### config.mk
export PLATFORM = sky130hd
export DESIGN_NAME = scan_test_ctrl
export DESIGN_NICKNAME = d
export VERILOG_FILES = /design/src/rtl/scan_test_ctrl.sv
export SDC_FILE = /design/constraint.sdc
export NUM_CORES = 1
export LEC_CHECK = 0
export BUFFER_PORTS_ARGS = -buffer_cell sky130_fd_sc_hd__buf_2
export CORE_ASPECT_RATIO = 1.5
export CORE_UTILIZATION = 58
export DETAILED_ROUTE_END_ITERATION = 7
export PLACE_DENSITY_LB_ADDON = 0.2
export SYNTH_ARGS = -nofsm -noshare
export SYNTH_HDL_FRONTEND = slang
export SYNTH_SLANG_ARGS = --single-unit
### constraint.sdc
create_clock -name clk -period 2.7 [get_ports clk]
set_input_delay 0.405 -clock clk [delete_from_list [all_inputs] [get_ports clk]]
set_output_delay 0.405 -clock clk [all_outputs]
set_load 0.01 [all_outputs]
### src/rtl/scan_test_ctrl.sv
// Tester-side scan controller: loads a pattern serially, runs functional capture, unloads and compares.
// Latency 2*CHAIN_LEN+CAPTURE_CYCLES from accept to done; start is ignored while busy.
module scan_test_ctrl #(
  parameter int CHAIN_LEN      = 8,
  parameter int CAPTURE_CYCLES = 1
) (
  input  logic                 clk,
  input  logic                 rst,
  input  logic                 start,
  input  logic [CHAIN_LEN-1:0] pattern_in,
  input  logic [CHAIN_LEN-1:0] expected_in,
  output logic                 scan_en,
  output logic                 scan_in,
  output logic                 cap_en,
  input  logic                 scan_out,
  output logic                 busy,
  output logic                 done,
  output logic                 pass,
  output logic [CHAIN_LEN-1:0] response,
  output logic [CHAIN_LEN-1:0] fail_bits
);

  localparam int BW = $clog2(CHAIN_LEN + 1);
  localparam int CW = $clog2(CAPTURE_CYCLES + 1);
  localparam logic [BW-1:0] BIT_LAST = BW'(CHAIN_LEN - 1);
  localparam logic [CW-1:0] CAP_LAST = CW'(CAPTURE_CYCLES - 1);
  localparam logic [BW-1:0] BIT_ONE  = BW'(1);
  localparam logic [CW-1:0] CAP_ONE  = CW'(1);

  typedef enum logic [2:0] {
    S_IDLE, S_SHIFT_IN, S_CAPTURE, S_SHIFT_OUT, S_DONE
  } state_t;

  state_t               state_q, state_d;
  logic [BW-1:0]        bit_cnt_q, bit_cnt_d;
  logic [CW-1:0]        cap_cnt_q, cap_cnt_d;
  logic [CHAIN_LEN-1:0] pat_q, pat_d;
  logic [CHAIN_LEN-1:0] exp_q, exp_d;
  logic [CHAIN_LEN-1:0] unload_q, unload_d;
  logic                 scan_en_q, scan_en_d;
  logic                 scan_in_q, scan_in_d;
  logic                 cap_en_q, cap_en_d;
  logic                 busy_q, busy_d;
  logic                 done_q, done_d;
  logic                 pass_q, pass_d;
  logic [CHAIN_LEN-1:0] response_q, response_d;
  logic [CHAIN_LEN-1:0] fail_bits_q, fail_bits_d;
  logic                 start_ok;

  assign start_ok = start && ((state_q == S_IDLE) || (state_q == S_DONE));

  always_ff @(posedge clk) begin
    if (rst) begin
      state_q     <= S_IDLE;
      bit_cnt_q   <= '0;
      cap_cnt_q   <= '0;
      pat_q       <= '0;
      exp_q       <= '0;
      unload_q    <= '0;
      scan_en_q   <= 1'b0;
      scan_in_q   <= 1'b0;
      cap_en_q    <= 1'b0;
      busy_q      <= 1'b0;
      done_q      <= 1'b0;
      pass_q      <= 1'b0;
      response_q  <= '0;
      fail_bits_q <= '0;
    end else begin
      state_q     <= state_d;
      bit_cnt_q   <= bit_cnt_d;
      cap_cnt_q   <= cap_cnt_d;
      pat_q       <= pat_d;
      exp_q       <= exp_d;
      unload_q    <= unload_d;
      scan_en_q   <= scan_en_d;
      scan_in_q   <= scan_in_d;
      cap_en_q    <= cap_en_d;
      busy_q      <= busy_d;
      done_q      <= done_d;
      pass_q      <= pass_d;
      response_q  <= response_d;
      fail_bits_q <= fail_bits_d;
    end
  end

  always_comb begin
    state_d = state_q;
    case (state_q)
      S_IDLE, S_DONE: if (start_ok)               state_d = S_SHIFT_IN;
      S_SHIFT_IN:     if (bit_cnt_q == BIT_LAST)  state_d = S_CAPTURE;
      S_CAPTURE:      if (cap_cnt_q == CAP_LAST)  state_d = S_SHIFT_OUT;
      S_SHIFT_OUT:    if (bit_cnt_q == BIT_LAST)  state_d = S_DONE;
      default:                                    state_d = S_IDLE;
    endcase
  end

  always_comb begin
    bit_cnt_d   = bit_cnt_q;
    cap_cnt_d   = cap_cnt_q;
    pat_d       = pat_q;
    exp_d       = exp_q;
    unload_d    = unload_q;
    scan_en_d   = scan_en_q;
    scan_in_d   = 1'b0;
    cap_en_d    = cap_en_q;
    busy_d      = busy_q;
    done_d      = 1'b0;
    pass_d      = pass_q;
    response_d  = response_q;
    fail_bits_d = fail_bits_q;
    case (state_q)
      S_IDLE, S_DONE: begin
        if (start_ok) begin
          pat_d       = pattern_in;
          exp_d       = expected_in;
          unload_d    = '0;
          bit_cnt_d   = '0;
          scan_en_d   = 1'b1;
          scan_in_d   = pattern_in[CHAIN_LEN-1];
          busy_d      = 1'b1;
          pass_d      = 1'b0;
          response_d  = '0;
          fail_bits_d = '0;
        end
      end
      S_SHIFT_IN: begin
        // Pattern register shifts left so the next MSB-first bit is always at CHAIN_LEN-2.
        pat_d     = {pat_q[CHAIN_LEN-2:0], 1'b0};
        bit_cnt_d = bit_cnt_q + BIT_ONE;
        if (bit_cnt_q == BIT_LAST) begin
          bit_cnt_d = '0;
          cap_cnt_d = '0;
          scan_en_d = 1'b0;
          cap_en_d  = 1'b1;
        end else begin
          scan_in_d = pat_q[CHAIN_LEN-2];
        end
      end
      S_CAPTURE: begin
        cap_cnt_d = cap_cnt_q + CAP_ONE;
        if (cap_cnt_q == CAP_LAST) begin
          cap_cnt_d = '0;
          cap_en_d  = 1'b0;
          scan_en_d = 1'b1;
        end
      end
      S_SHIFT_OUT: begin
        // First sample lands in the MSB after CHAIN_LEN left shifts.
        unload_d  = {unload_q[CHAIN_LEN-2:0], scan_out};
        bit_cnt_d = bit_cnt_q + BIT_ONE;
        if (bit_cnt_q == BIT_LAST) begin
          bit_cnt_d   = '0;
          scan_en_d   = 1'b0;
          busy_d      = 1'b0;
          done_d      = 1'b1;
          response_d  = unload_d;
          pass_d      = (unload_d == exp_q);
          fail_bits_d = unload_d ^ exp_q;
        end
      end
      default: begin
        scan_en_d = 1'b0;
        cap_en_d  = 1'b0;
        busy_d    = 1'b0;
      end
    endcase
  end

  assign scan_en   = scan_en_q;
  assign scan_in   = scan_in_q;
  assign cap_en    = cap_en_q;
  assign busy      = busy_q;
  assign done      = done_q;
  assign pass      = pass_q;
  assign response  = response_q;
  assign fail_bits = fail_bits_q;

endmodule

==> results.cfg <==
[synth]
yosysWarnings = 0
avgSynthCellArea_um2 = 8.60
yosys-top-cells-count = dfxtp_1 (51), nand2_1 (37), a21oi_1 (32)
synth-seq-cells = 51
synthesis.nets = 263
yosys.area.top_type = dfxtp_1
synth_area_leaders = dfxtp_1 (49%), a21oi_1 (7.7%), nand2_1 (6.7%)
synth_cells = 242
synth_edf_count = 0
synth.most_common_cell = dfxtp_1
synthArstFlopShare_pct = 0
yosysSeqAreaShare_pct = 49.1
ys_types = 32
synth_top_area_share_pct = 49.1
synth_area_um2 = 2080
ys.flop_type = dfxtp_1

[global_route]
grt.total_usage_pct = 25.1
antenna_found_initial = 0
grt_pass1_wl_um = 7110
overflow = 0
grt_pass1_vias = 1630
grt_max_degree = 52

[floorplan]
core.rowCount = 26
coreArea_um2 = 3420
initial_core_util_pct = 60.9
die_y_um = 75.4
die-area_um2 = 3840
design.portCount = 42
die_w_um = 50.9

[min_path]
min_path_type = in2reg

[timing]
setup_viol_count_final = 0
fin_setup_tns_ns = 0
timing.fmax_ghz = 0.552
period_minus_slack_ns = 1.81
worst_pin_slew_ns = 0.875
rsz0062_at_grt = false
skew_ns = 0.00643
holdWs_ns = 0.327
maxSlewHeadroom_pct = 41.7
timing.final.max_slew_violations = 0
finalHoldViolations = 0
finalCritPeriodShare_pct = 67.0

[cts]
clk_latency_ns = 0.30
cts_tree = yes
cts_buffers = 5
post_cts_resize_count = 0
cts_num_sinks = 51
post_cts_buffers = 0
h-tree-depth = 2
root_buffer = clkbuf_8
clkSlewWorstSetupHoldPaths_ns = 0.09
cts_hold_buffers = 0
clockBufferDepth = 2

[layout]
design_area_um2 = 2340
drive_above_1_share_pct = 20.0
area_growth_pct = 12.3
fin_nets = 295
fillCellCount = 317
diodes = 0
post-route-util_pct = 68.4

[drt]
drc = 0
num_vias = 1780
drtIter0Drc = 72
routedWlPerCell_um = 13.6
dr.pass1.iters = 4
drt-total-wl_um = 4320
route.detailed.vias_per_inst = 5.62
drtAntennaViolNets = 0

[worst_setup_path]
required_ns = 2.93
cp-start-kind = flip-flop
crit_arrival_ns = 2.04
crit_path_end_kind = flip-flop
crit_fanout = 26
path_class = reg2reg

[job]
cap_violations = 0

[power]
power.density_nw_per_um2 = 569
peakVddDrop_mv = 0.460
p_leak_uw = 0.000903

[place]
io_buffer_count = 41
hpwl_um = 2960
placed_area_um2 = 2250
gp_congestion = 0.787

[status]
status = complete, no violations
-- routing by layer --
layer / wire length, um / global-route usage (%) / up-vias / part of all wire [%]
li1: - / - / 905 / -
met1: 1790 / 27.6 / 816 / 42
met2: 2230 / 44.3 / 50 / 52
met3: 201 / 6.19 / 9 / 4.7
met4: 93 / 13.6 / 0 / 2.2
met5: 0 / 0 / - / 0
-- final cells by class --
cell class              count  area, um^2  area share [%]
repair buffers             43         220            9.42
clock buffers               6        72.6            3.10
multi-input cells         173         958            41.0
clock inverters             2        12.5           0.535
flip-flops and latches     51        1020            43.7
well taps                  42        52.6            2.25
-- flip-flops by register name, summed over array words and instances (netlist names) --
register	flops
scan_en	1
done	1
busy	1
scan_in	1
bit_cnt_q	4
fail_bits	8
pat_q	7
unload_q	7
exp_q	8
cap_en	1
response	8
pass	1
state_q	3
-- power breakdown --
group          internal [uW]  switching, uW  leakage (uW)  total, uW
Clock                    181            242     0.0000412        423
Sequential               773           17.7      0.000414        791
Combinational           45.2           70.3      0.000448        116
Total                   1000            330      0.000903       1330
-- critical path, cell delays in order, from the launching register on --
cell and delay (ns):
dfxtp_1 0.61, nor2_1 0.15, nand2_1 0.64, nand3_1 0.16, a21oi_1 0.16
-- logic make-up (layout without fill, tap and decap cells) --
logic type	after synthesis	count (layout)	share of synthesized area, %
XOR/XNOR	9	9	3.79
AND/OR/NAND/NOR	100	100	23.1
flip-flops	51	51	49.1
buffers and inverters	18	51	5.11
adder cells (fa/ha/maj)	1	1	0.601
AO/OA/AOI/OAI	63	63	18.3
-- through the flow --
stage	worst slack, ns	std cells	power (uW)
after floorplan	1.22	242	890
after global placement	0.976	309	922
after detailed placement	0.896	309	924
after CTS	0.882	317	1340
after global routing	0.676	317	1390
final	0.890	317	1330
-- worst paths after layout --
check                       from           to  cells past startpoint  slack (ns)
setup / recovery      state_q[1]  response[4]                      4        0.89
hold / removal    expected_in[7]     exp_q[7]                      3        0.33
setup reg to reg      state_q[1]  response[4]                      4        0.89
hold reg to reg         pat_q[6]     pat_q[6]                      2        0.47
-- cell usage in the layout (no fill, tap or decap), types with 2 or more instances in the layout --
cell	Yosys	final
dfxtp_1	51	51
buf_2	7	41
nand2_1	37	37
a21oi_1	32	32
nor2_1	24	24
a22oi_1	14	14
nand3_1	11	11
nor3_1	10	10
xnor2_1	8	8
a31oi_1	8	8
clkbuf_8	0	5
o21ai_0	4	4
nand3b_1	3	3
nand2b_1	3	3
and3b_1	2	2
or3_1	2	2
a21o_1	2	2
nand4_1	2	2
buf_4	2	2
(Power assumes the default switching activity.)
